$ cat config.mk
export PLATFORM = sky130hd
export DESIGN_NAME = cpu_fetch_ctrl
export DESIGN_NICKNAME = d
export VERILOG_FILES = /design/src/rtl/cpu_fetch_ctrl.sv
export SDC_FILE = /design/constraint.sdc
export NUM_CORES = 1
export LEC_CHECK = 0
export BUFFER_PORTS_ARGS = -buffer_cell sky130_fd_sc_hd__buf_2
export CAP_MARGIN = 30
export CORE_MARGIN = 4
export CORE_UTILIZATION = 53
export DETAILED_ROUTE_END_ITERATION = 7
export PLACE_DENSITY = 0.85
export SLEW_MARGIN = 15
export SYNTH_ARGS = -nofsm -noshare
export SYNTH_HDL_FRONTEND = slang
export SYNTH_SLANG_ARGS = --single-unit
$ cat constraint.sdc
create_clock -name clk_i -period 4.7 [get_ports clk_i]
set_input_delay 0.47 -clock clk_i [delete_from_list [all_inputs] [get_ports clk_i]]
set_output_delay 0.47 -clock clk_i [all_outputs]
set_load 0.01 [all_outputs]
$ cat src/rtl/cpu_fetch_ctrl.sv
// Instruction fetch sequencer: single-outstanding 32-bit reads into the instruction FIFO.
// Optional fetch timeout / ERROR state is enabled by defining CPU_FETCH_TIMEOUT_EN.
// All outputs registered; request issues the cycle after its conditions hold in IDLE.
module cpu_fetch_ctrl #(
  parameter logic [31:0] RESET_PC       = 32'h00001000,
  parameter logic [7:0]  TIMEOUT_CYCLES = 8'd255
) (
  input  logic        clk_i,
  input  logic        rst_i,
  input  logic        halt_i,
  input  logic        branch_i,
  input  logic [31:0] branch_target_i,
  input  logic        fifo_full_i,
  output logic        fifo_write_en_o,
  output logic [31:0] fifo_data_o,
  output logic        fifo_flush_o,
  output logic        imem_req_o,
  output logic [31:0] imem_adr_o,
  input  logic        imem_ack_i,
  input  logic [31:0] imem_dat_i,
  output logic [31:0] fetch_pc_o,
  output logic        err_o
);

  localparam logic [1:0] IDLE  = 2'd0;
  localparam logic [1:0] WAIT  = 2'd1;
  localparam logic [1:0] DRAIN = 2'd2;
  localparam logic [1:0] ERROR = 2'd3;

  logic [1:0]  state_q, state_d;
  logic [31:0] pc_q, pc_d;
  logic        req_q, req_d;
  logic [31:0] adr_q, adr_d;
  logic [31:0] data_q, data_d;
  logic        wen_q, wen_d;
  logic        flush_q, flush_d;
  logic [31:0] target;
  logic [31:0] pc_inc;

`ifdef CPU_FETCH_TIMEOUT_EN
  logic        err_q, err_d;
  logic [7:0]  cnt_q, cnt_d;
  logic [7:0]  cnt_inc;
`else
  logic        unused_cfg;
  assign unused_cfg = ^TIMEOUT_CYCLES;
`endif

  // Redirect targets are word aligned; the low two bits of the target are dropped.
  assign target = {branch_target_i[31:2], 2'b00};
  assign pc_inc = pc_q + 32'd4;

  // Next-state logic for the fetch FSM and its registered outputs.
  always_comb begin
    state_d = state_q;
    pc_d    = pc_q;
    req_d   = req_q;
    adr_d   = adr_q;
    data_d  = data_q;
    wen_d   = 1'b0;
    flush_d = 1'b0;
`ifdef CPU_FETCH_TIMEOUT_EN
    err_d   = err_q;
    cnt_d   = cnt_q;
    cnt_inc = cnt_q + 8'd1;
`endif
    case (state_q)
      IDLE: begin
        if (branch_i) begin
          // Redirect also suppresses any write that would otherwise follow.
          pc_d    = target;
          flush_d = 1'b1;
        end else if (!halt_i && !fifo_full_i && !wen_q) begin
          // A pending write would occupy the slot this request's word needs.
          req_d   = 1'b1;
          adr_d   = {pc_q[31:2], 2'b00};
          state_d = WAIT;
`ifdef CPU_FETCH_TIMEOUT_EN
          cnt_d   = 8'd0;
`endif
        end
      end
      WAIT: begin
        if (imem_ack_i) begin
          req_d   = 1'b0;
          state_d = IDLE;
          if (branch_i) begin
            pc_d    = target;
            flush_d = 1'b1;
          end else begin
            data_d  = imem_dat_i;
            wen_d   = 1'b1;
            pc_d    = pc_inc;
          end
        end else if (branch_i) begin
          // The bus cannot withdraw a request, so keep it up and discard the reply.
          pc_d    = target;
          flush_d = 1'b1;
          state_d = DRAIN;
`ifdef CPU_FETCH_TIMEOUT_EN
          cnt_d   = 8'd0;
`endif
        end else begin
`ifdef CPU_FETCH_TIMEOUT_EN
          cnt_d = cnt_inc;
          if (cnt_inc == TIMEOUT_CYCLES) begin
            req_d   = 1'b0;
            err_d   = 1'b1;
            state_d = ERROR;
          end
`endif
        end
      end
      DRAIN: begin
        if (branch_i) begin
          pc_d    = target;
          flush_d = 1'b1;
        end
        if (imem_ack_i) begin
          req_d   = 1'b0;
          state_d = IDLE;
        end else begin
`ifdef CPU_FETCH_TIMEOUT_EN
          cnt_d = cnt_inc;
          if (cnt_inc == TIMEOUT_CYCLES) begin
            req_d   = 1'b0;
            err_d   = 1'b1;
            state_d = ERROR;
          end
`endif
        end
      end
      ERROR: begin
`ifdef CPU_FETCH_TIMEOUT_EN
        // Only a redirect recovers from a timed-out fetch.
        if (branch_i) begin
          err_d   = 1'b0;
          pc_d    = target;
          flush_d = 1'b1;
          state_d = IDLE;
        end
`else
        // Unreachable without the timeout; fall back to IDLE.
        state_d = IDLE;
`endif
      end
      default: state_d = IDLE;
    endcase
  end

  // State registers with synchronous active-low reset.
  always_ff @(posedge clk_i) begin
    if (!rst_i) begin
      state_q <= IDLE;
      pc_q    <= RESET_PC;
      req_q   <= 1'b0;
      adr_q   <= RESET_PC;
      data_q  <= 32'd0;
      wen_q   <= 1'b0;
      flush_q <= 1'b0;
`ifdef CPU_FETCH_TIMEOUT_EN
      err_q   <= 1'b0;
      cnt_q   <= 8'd0;
`endif
    end else begin
      state_q <= state_d;
      pc_q    <= pc_d;
      req_q   <= req_d;
      adr_q   <= adr_d;
      data_q  <= data_d;
      wen_q   <= wen_d;
      flush_q <= flush_d;
`ifdef CPU_FETCH_TIMEOUT_EN
      err_q   <= err_d;
      cnt_q   <= cnt_d;
`endif
    end
  end

  assign fifo_write_en_o = wen_q;
  assign fifo_data_o     = data_q;
  assign fifo_flush_o    = flush_q;
  assign imem_req_o      = req_q;
  assign imem_adr_o      = adr_q;
  assign fetch_pc_o      = pc_q;
`ifdef CPU_FETCH_TIMEOUT_EN
  assign err_o           = err_q;
`else
  assign err_o           = 1'b0;
`endif

endmodule
# ---- Word-level counts from Yosys, hierarchy flattened
# Cells that the tools add are included.
dict set report word_totals {
  regBits 99
  in_bits 70
  output_inout_bits 100
  wordCells 50
}
dict set report op_classes {
  addsub 1
  n_eq_ne 8
  muxes 16
  n_bitwise 1
  reduce_logical 17
}
# cell count
set op_table {}
lappend op_table {{two-way mux 32 bit} 3}
lappend op_table {{one-hot mux 32 bit (2 select lines)} 1}
lappend op_table {{adder 32 x 3 -> 32 bit, second input constant} 1}
lappend op_table {{two-way mux 2 bit} 5}
lappend op_table {{AND reduction 3 bit} 3}
lappend op_table {{one-hot mux 2 bit (4 select lines)} 1}
lappend op_table {{AND reduction 4 bit} 2}
lappend op_table {{inequality test 2 bit, second input constant} 3}
lappend op_table {{two-way mux 1 bit} 5}
lappend op_table {{equality test 2 bit, second input constant} 2}
lappend op_table {{nonzero test 2 bit} 2}
lappend op_table {{OR reduction 2 bit} 2}
lappend op_table {{zero test 1 bit} 3}
lappend op_table {{inequality test 3 bit, second input constant} 1}
lappend op_table {{OR reduction 3 bit} 1}
lappend op_table {{equality test 2 x 1 -> 1 bit, second input constant} 1}
lappend op_table {{logical AND 1 bit} 2}
lappend op_table {{zero test 2 bit} 1}
lappend op_table {{inequality test 2 x 1 -> 1 bit, second input constant} 1}
lappend op_table {{one-hot mux 1 bit (2 select lines)} 1}
lappend op_table {{AND reduction 2 bit} 1}
lappend op_table {{inverter 1 bit} 1}

# ---- Logic depth before layout (Yosys ltp)
# Gate-level depths: netlist (run 1).
dict set report depth {
  ltp_word 6
  mapped_depth 9
  depth_no_buf 7
}

# ---- Worst setup path after synthesis (run 1)
# Ideal clock, no wire load.
dict set report synth_timing {
  path_type {reg2reg}
  from {register state_q[0]}
  to {register pc_q[26] (netlist: fetch_pc_o[26])}
  setup_time_ns 0.074
  t_arrival_ns 2.033
  required_ns 4.626
  slack_ns 2.593
  path_stages_with_launch 10
  path_buffers 2
  synth_period_minus_slack_ns 2.107
  cell_sequence {dfxtp_1 > inv_1 > ha_1 > or3b_1 > buf_6 > buf_6 > nor3_4 > nand4_2 > or3_1 > a31oi_1}
}
dict set report synth_via {
  elab_chain_cells 3
  word_cells_on_any_way 6
  cone_classes {eq/ne (2); mux (1); reduce/logical (3)}
}
# item line_no
set synth_rtl {}
lappend synth_rtl {{from (decl)} 30} ;# logic [1:0] state_q, state_d;
lappend synth_rtl {{from (signal assigned)} 166} ;# state_q <= state_d;
lappend synth_rtl {{equality test 2 bit / zero test 2 bit (equally long branches)} 67} ;# case (state_q)
lappend synth_rtl {{OR reduction 2 bit (no line)} -}
lappend synth_rtl {{one-hot mux 32 bit (2 select lines) / nonzero test 2 bit (equally long branches)} -}
lappend synth_rtl {{to (signal assigned)} 167} ;# pc_q <= pc_d;
lappend synth_rtl {{to (decl)} 31} ;# logic [31:0] pc_q, pc_d;
# Parallel ways exist; a longest one is shown, timed or not.
# A chain may end at the register's enable or synchronous reset.

# ---- Worst setup path in the final report (run 1)
dict set report layout_timing {
  from {register state_q[1]}
  to {register pc_q[29] (netlist: fetch_pc_o[29])}
}
# Same word-level chain as after synthesis.

==> results.txt, run 1 <==
----------------------------------------------------
[Outcome]
  Run status ... completed

[Setup path]
  Data required, critical path ... 5.00 ns
  Peak fanout along the critical path ... 27
  Data arrival at the endpoint of the critical path ... 3.22 ns
  Kind of launch point of the worst setup path ... flop
  Number of cells on the worst reg-to-reg path ... 6
  Crit Reg-Reg Endpoint ... fetch_pc_o[29]
  Crit path launch ... state_q[1]
  Category of the critical setup timing path ... flop to flop
  Setup slack of the worst register-to-register path ... 1.78 ns
  CP endpoint kind ... flop
  Startpoint of the worst-slack reg-to-reg timing path ... state_q[1]

[CTS]
  CTS clk-pin slew, worst paths ... 0.09 ns
  Insertion delay to the later sink of the worst-skew pair ... 0.35 ns
  Number of instances resized during post-cts repair ... 0
  CTS H-Tree Depth ... 3
  Clock net sink count ... 99
  Maximum count of clock buffers along a single path ... 2
  CTS buffer count ... 9
  Clock root buffer master ... sky130_fd_sc_hd__clkbuf_8
  Number of hold buffers added after cts ... 0
  CTS tree ... built
  Number of buffers added for setup after CTS ... 0

[Route]
  Avg Vias per Cell ... 5.66
  Via count ... 4678
  Remaining antenna violation count after routing ... 0
  Total routed wirelength ... 12900 µm
  Routed wire per std cell ... 15.6 µm
  DR DRC count ... 0
  First-pass DRT Iterations ... 5
  DRC violation total after the first TritonRoute iteration ... 248

[STA]
  Max-slew violation count ... 0
  Hold Violations, Final ... 0
  Measured slew at the worst slew-check pin ... 0.986 ns
  Tcrit/Tclk final ... 62.2%
  Count of endpoints failing setup in the final report ... 0
  Upper clock frequency limit ... 342 MHz
  Min Hold Slack ... 0.349 ns
  Minimum clock period ... 2.92 ns
  Unrepaired setup endpoints after global routing ... no
  Max Clock Skew ... 0.0133 ns
  Setup total negative slack ... 0 ns
  Worst slew margin ... 34.3%

[Pwr]
  Leakage ... 2.49 nW
  Power share of the combinational group ... 11.1%
  Clock Power Share ... 35.6%
  Total internal power ... 0.00127 W
  Power spent charging and discharging nets ... 0.000411 W
  Areal power density over the cells ... 295 mW/mm²
  Fraction of power spent switching nets ... 24.4%
  VDD IR max ... 0.190 mV
  Reg power frac ... 53.4%

[Placed design]
  Final weighted congestion in routability-driven placement ... 0.887
  Number of port buffers ... 164
  Final HPWL from detailed placement ... 9340 µm

[Flow run]
  Maxcap violations ... 0

[Synth]
  Primary FF master, synth ... sky130_fd_sc_hd__dfxtp_1
  Commonest cells in the netlist ... sky130_fd_sc_hd__nand2_1, sky130_fd_sc_hd__dfxtp_1, sky130_fd_sc_hd__a21oi_1, sky130_fd_sc_hd__clkbuf_1, sky130_fd_sc_hd__a21boi_0
  Distinct cell type count after synthesis ... 61
  Number of enable-type register cells in the synthesized netlist ... 0
  Synth Register Bits ... 99
  Count leader, synth ... sky130_fd_sc_hd__nand2_1
  Synthesized netlist cell count ... 576
  FFs w/ async S/R, synth ... 0%
  Synth area leader ... sky130_fd_sc_hd__dfxtp_1
  Synth Cell Area ... 0.00457 mm²
  Syn. warnings ... 0
  Area share of the largest cell type after synthesis ... 43.3%
  Post-synthesis sequential area ratio ... 43.3%
  Average size of a mapped cell ... 7.94 µm²
  Top post-synthesis cells by area ... sky130_fd_sc_hd__dfxtp_1, sky130_fd_sc_hd__nand2_1, sky130_fd_sc_hd__a21boi_0, sky130_fd_sc_hd__a21oi_1, sky130_fd_sc_hd__clkbuf_1

[Die]
  Die extent in x ... 101 µm
  Die area ... 0.0102 mm²
  I/O pin count ... 170
  Die Y ... 101 µm
  Area of the core ... 0.00830 mm²
  Starting utilization of the core area ... 55.1%
  Num rows ... 33

[Finish]
  Share of cells above drive strength 1 ... 27.0%
  Ant. Diodes ... 0
  Nets@finish ... 794
  Layout-stage area growth over the synthesis result ... 24.8%

[Global route]
  Via count of the first global-routing pass ... 4349
  First-pass GRT wire length ... 20800 µm
  Pin count of the biggest net entering global routing ... 70
  Antenna violations before repair ... 0
  Grt ovf ... 0
  Global router's overall resource usage ... 25.1%

[Min path]
  Worst Hold Class ... input pin to flop
  Worst Hold Endpoint ... fetch_pc_o[24]
  Number of cells on the worst hold path ... 3
  Launch point of the worst hold path ... branch_target_i[24]

----------------------------------------------------
power by group through the flow:
| stage | registers (W) | clock network (W) | logic (W) |
|---|---|---|---|
| after floorplan | 0.000921 | 0 | 0.0000951 |
| after global placement | 0.000916 | 0 | 0.000169 |
| after detailed placement | 0.000918 | 0 | 0.000180 |
| after CTS | 0.000898 | 0.000611 | 0.000181 |
| after global routing | 0.000905 | 0.000647 | 0.000206 |
| final | 0.000899 | 0.000599 | 0.000186 |
critical path, cell delays in order, from the launching register on:
cell and delay, ns:
sky130_fd_sc_hd__dfxtp_1 0.43, sky130_fd_sc_hd__ha_1 0.85, sky130_fd_sc_hd__inv_1 0.59, sky130_fd_sc_hd__nand2_1 0.44, sky130_fd_sc_hd__o221ai_1 0.17, sky130_fd_sc_hd__mux2_1 0.31, sky130_fd_sc_hd__nor2_1 0.08
metrics by stage:
stage	setup WS [ns]	area (µm²)	std cells	utilization, %	total power (W)
2_1_floorplan	2.59	4580	578	-	0.00102
3_3_place_gp	1.68	5350	804	64.4	0.00109
3_5_place_dp	1.57	5390	806	64.9	0.00110
4_1_cts	1.76	5610	820	67.5	0.00169
5_1_grt	1.57	5710	826	68.8	0.00176
6_report	1.78	5710	826	68.8	0.00168
cell families after synthesis:
| kind of cell | count (synthesis) | share of synthesized area (%) |
|---|---|---|
| AO/OA/AOI/OAI | 151 | 21.6 |
| adder cells (fa/ha/maj) | 6 | 1.64 |
| other | 1 | 0.0820 |
| flip-flops | 99 | 43.3 |
| AND/OR/NAND/NOR | 254 | 25.5 |
| XOR/XNOR | 1 | 0.192 |
| multiplexers | 12 | 2.71 |
| buffers and inverters | 52 | 4.98 |
metal layers:
metal,global-route usage [%],vias to the layer above,share of wire [%]
li1,-,2285,-
met1,31.6,2163,41
met2,42.3,217,48
met3,6.02,13,9.9
met4,7.98,0,1.2
met5,0,-,0
final cells by class:
type | count | area [µm²]
fill | 701 | 2590
multi-input combinational | 427 | 2370
sequential | 99 | 1980
timing repair buffer | 174 | 980
clock buffer | 12 | 155
tap | 105 | 131
clock inverter | 2 | 60.1
inverter | 7 | 26.3
cells in the final DEF (no fill, tap or decap), types with 4 or more instances in the layout:
master                     netlist  final
sky130_fd_sc_hd__o211ai_1        7      7
sky130_fd_sc_hd__clkbuf_8        0     11
sky130_fd_sc_hd__mux2i_1         9      9
sky130_fd_sc_hd__nand3_1        15     15
sky130_fd_sc_hd__dfxtp_1        99     99
sky130_fd_sc_hd__a31oi_1        10     10
sky130_fd_sc_hd__nand4_1        15     15
sky130_fd_sc_hd__nor3_1          6      6
sky130_fd_sc_hd__or3_1           4      4
sky130_fd_sc_hd__and3_1          9      9
sky130_fd_sc_hd__nand2_1       149    149
sky130_fd_sc_hd__a21boi_0       30     30
sky130_fd_sc_hd__inv_1           6      6
sky130_fd_sc_hd__o21ai_1         7      7
sky130_fd_sc_hd__nor2b_1         4      4
sky130_fd_sc_hd__o21ai_0        20     20
sky130_fd_sc_hd__a21boi_1       10     10
sky130_fd_sc_hd__and2_1          7      7
sky130_fd_sc_hd__ha_1            6      6
sky130_fd_sc_hd__a21oi_1        35     35
sky130_fd_sc_hd__a22oi_1        10     10
sky130_fd_sc_hd__buf_2           2    164
sky130_fd_sc_hd__nor2_1         26     26
worst max-delay path by stage:
stage / cells past startpoint / endpoint / slack [ns]
CTS: 7 / fetch_pc_o[24] / 1.76
detailed placement: 5 / imem_adr_o[12] / 1.57
global route: 6 / fetch_pc_o[27] / 1.57
finish: 6 / fetch_pc_o[29] / 1.78
global placement: 5 / imem_adr_o[14] / 1.68
floorplan: 9 / fetch_pc_o[26] / 2.59
state kept, by name, summed over array words and instances (netlist names):
signal and cells:
imem_adr_o 30, fifo_flush_o 1, fetch_pc_o 32, imem_req_o 1, fifo_data_o 32, fifo_write_en_o 1, state_q 2
(Power assumes the default switching activity.)
==> inputs of run 2 (changes only) <==
- ABC_AREA: not set -> 1
- CORE_UTILIZATION: 53 -> 50
- PLACE_DENSITY: 0.85 -> 0.8
- clock period: 4.7 -> 3 ns (I/O delays scaled with it)
==> run 2 against run 1 <==
- critical path type unchanged
- maximum frequency up 41%
- die area up 10%
- core utilization down 5.5 points
- sequential power up 58%
- cell area up 3.0%
- count of clock-buffer cells in the layout down 3
- critical path depth up 3
- non-clock buffer count down 1
==> results.txt, run 2 <==
----------------------------------------------------
[Pwr]
  Leakage ... 2.69 nW (+7.9%)
  Areal power density over the cells ... 439 mW/mm² (+49%)
  VDD IR max ... 0.292 mV (+53%)
  Design Power ... 0.00258 W (+53%)

[Finish]
  Most common library cell in the layout ignoring fill and taps ... sky130_fd_sc_hd__buf_2
  Area of the multi-input gates ... 0.00242 mm² (+2.0%)
  Nets@finish ... 903 (+14%)
  Ant. Diodes ... 0 (unchanged)
  Leading cell types in the layout, fill and taps excluded ... sky130_fd_sc_hd__buf_2, sky130_fd_sc_hd__nand2_1, sky130_fd_sc_hd__dfxtp_1
  Register cell area after layout ... 0.00198 mm² (unchanged)
  Filler cells ... 880 (+26%)
  Layout-stage area growth over the synthesis result ... 22.4%
  Share of cells above drive strength 1 ... 26.7% (-0.36 points)

[Route]
  Total routed wirelength ... 14100 µm (+9.5%)
  Via count ... 5127 (+9.6%)
  Remaining antenna violation count after routing ... 0 (unchanged)
  DRC violation total after the first TritonRoute iteration ... 300 (+21%)
  Avg Vias per Cell ... 5.34 (-5.8%)
  DR DRC count ... 0 (unchanged)
  First-pass DRT Iterations ... 5 (unchanged)
  Routed wire per std cell ... 14.7 µm (-5.9%)

[CTS]
  Number of instances resized during post-cts repair ... 0 (unchanged)
  Number of buffers added for setup after CTS ... 0 (unchanged)
  CTS buffer count ... 9 (unchanged)
  Clock net sink count ... 99 (unchanged)
  Number of hold buffers added after cts ... 0 (unchanged)
  CTS clk-pin slew, worst paths ... 0.10 ns (about the same)
  CTS H-Tree Depth ... 3 (unchanged)
  Clock root buffer master ... sky130_fd_sc_hd__clkbuf_8
  Insertion delay to the later sink of the worst-skew pair ... 0.36 ns (about the same)
  Maximum count of clock buffers along a single path ... 2 (unchanged)
  CTS tree ... built

[Flow run]
  Maxcap violations ... 0 (unchanged)

[Die]
  Starting utilization of the core area ... 51.7% (-3.4 points)
  Die extent in x ... 106 µm (+5.0%)
  I/O pin count ... 170 (unchanged)
  Die area ... 0.0112 mm² (+10%)
  Area of the core ... 0.00928 mm² (+12%)
  Die Y ... 106 µm (+5.0%)
  Num rows ... 35 (+6.1%)

[Setup path]
  Peak fanout along the critical path ... 17 (-37%)
  CP endpoint kind ... flop
  Kind of launch point of the worst setup path ... flop
  Data required, critical path ... 3.24 ns (-1.76 ns)
  Category of the critical setup timing path ... flop to flop
  Setup slack of the worst register-to-register path ... 0.93 ns (-0.85 ns)
  Data arrival at the endpoint of the critical path ... 2.31 ns (-0.91 ns)

[Synth]
  Syn. warnings ... 0 (unchanged)
  Synth Register Bits ... 99 (unchanged)
  Distinct cell type count after synthesis ... 40 (-34%)
  Count leader, synth ... sky130_fd_sc_hd__nand2_1
  Commonest cells in the netlist ... sky130_fd_sc_hd__nand2_1, sky130_fd_sc_hd__dfxtp_1, sky130_fd_sc_hd__a21oi_1
  Average size of a mapped cell ... 7.04 µm² (-11%)
  Synthesized netlist cell count ... 682 (+18%)
  Synth Cell Area ... 0.00480 mm² (+5.0%)
  Number of enable-type register cells in the synthesized netlist ... 0 (unchanged)
  FFs w/ async S/R, synth ... 0% (unchanged)
  Top post-synthesis cells by area ... sky130_fd_sc_hd__dfxtp_1, sky130_fd_sc_hd__nand2_1, sky130_fd_sc_hd__a21oi_1, sky130_fd_sc_hd__nand3_1, sky130_fd_sc_hd__nor2_1
  Post-synthesis sequential area ratio ... 41.3% (-2.0 points)
  Primary FF master, synth ... sky130_fd_sc_hd__dfxtp_1
  Synth area leader ... sky130_fd_sc_hd__dfxtp_1
  Area share of the largest cell type after synthesis ... 41.3% (-2.0 points)

[Min path]
  Worst Hold Class ... input pin to flop

[STA]
  Measured slew at the worst slew-check pin ... 0.668 ns (-0.319 ns)
  Unrepaired setup endpoints after global routing ... no
  Hold Violations, Final ... 0 (unchanged)
  Count of endpoints failing setup in the final report ... 0 (unchanged)
  Worst slew margin ... 55.5% (+21 points)
  Tcrit/Tclk final ... 69.0% (+6.8 points)
  Max-slew violation count ... 0 (unchanged)
  Max Clock Skew ... 0.0110 ns (-0.00237 ns)
  Upper clock frequency limit ... 483 MHz (+41%)
  Setup total negative slack ... 0 ns (unchanged)
  Minimum clock period ... 2.07 ns (-0.852 ns)

[Placed design]
  Final HPWL from detailed placement ... 10100 µm (+8.5%)
  Number of port buffers ... 164 (unchanged)
  Final weighted congestion in routability-driven placement ... 0.949 (+6.9%)

[Global route]
  Antenna violations before repair ... 0 (unchanged)
  First-pass GRT wire length ... 23000 µm (+10%)
  Pin count of the biggest net entering global routing ... 52 (-26%)
  Global router's overall resource usage ... 24.9% (-0.19 points)
  Grt ovf ... 0 (unchanged)
  Via count of the first global-routing pass ... 4953 (+14%)

[Outcome]
  Run status ... completed

----------------------------------------------------
==> run 2: cell types whose count changed in the layout (fill, tap and decap cells not counted), sizes merged, moves of 19 or more <==
| cell | change |
|---|---|
| a21boi | -40 |
| a21oi | +49 |
| inv | +58 |
| nand3 | +57 |
| nor2 | +45 |
| o21ai | +19 |
==> run 2: path summary, 6_finish.rpt <==
check / start / endpoint / cells past startpoint
worst max-delay path: state_q[0] / fetch_pc_o[8] / 9
worst min-delay path: branch_target_i[18] / fetch_pc_o[18] / 3
worst max register to register: state_q[0] / fetch_pc_o[8] / 9
worst min register to register: fetch_pc_o[1] / fetch_pc_o[1] / 2
==> run 2: layer usage <==
layer | share of wire [%] | global-route usage, %
met4 | 1.3 | 7.49
met1 | 42 | 31.3
met2 | 47 | 43.0
met3 | 8.9 | 5.04
met5 | 0 | 0
==> run 2: logic make-up (layout without fill, tap and decap cells) <==
kind of cell | Yosys count | after routing | synth area share [%]
simple gates | 313 | 313 | 29.9
fa+ha+maj | 6 | 6 | 1.56
buf+inv | 102 | 250 | 8.63
compound gates | 158 | 158 | 18.0
other cells | 1 | 3 | 0.0781
xor+xnor | 3 | 3 | 0.547
flops | 99 | 99 | 41.3
==> run 2: area by class of cell <==
class / count / area share (%)
Clock buffer: 9 / 2.11
Clock inverter: 7 / 1.02
Inverter: 61 / 3.90
Multi-Input combinational cell: 483 / 41.2
Sequential cell: 99 / 33.7
Tap cell: 129 / 2.75
Timing Repair Buffer: 173 / 15.3
==> run 2: critical path: stages, from the launching register on <==
cell and delay, ns:
sky130_fd_sc_hd__dfxtp_1 0.41, sky130_fd_sc_hd__inv_1 0.09, sky130_fd_sc_hd__ha_1 0.27, sky130_fd_sc_hd__nor2_2 0.19, sky130_fd_sc_hd__nand2_4 0.18, sky130_fd_sc_hd__inv_2 0.27
sky130_fd_sc_hd__nand2_1 0.15, sky130_fd_sc_hd__nor3_2 0.15, sky130_fd_sc_hd__xnor2_1 0.14, sky130_fd_sc_hd__a21oi_1 0.09
==> run 2: report_power, final <==
group          total, W  switching [W]  internal, W  leakage, nW
clock          0.000832       0.000514     0.000317       0.0961
sequential      0.00142      0.0000533      0.00136        0.808
combinational  0.000331       0.000203     0.000127         1.78
==> run 2: stage by stage <==
stage	worst slack (ns)	instance area, µm²	hold WS [ns]	cells	util, %
global placement	0.910	5670	0.425	944	61.1
floorplan	1.27	4810	0.448	684	-
detailed placement	0.843	5690	0.430	945	61.3
finish	0.931	5880	0.192	961	63.3
global route	0.733	5880	0.192	961	63.3
CTS	0.952	5880	0.187	961	63.3
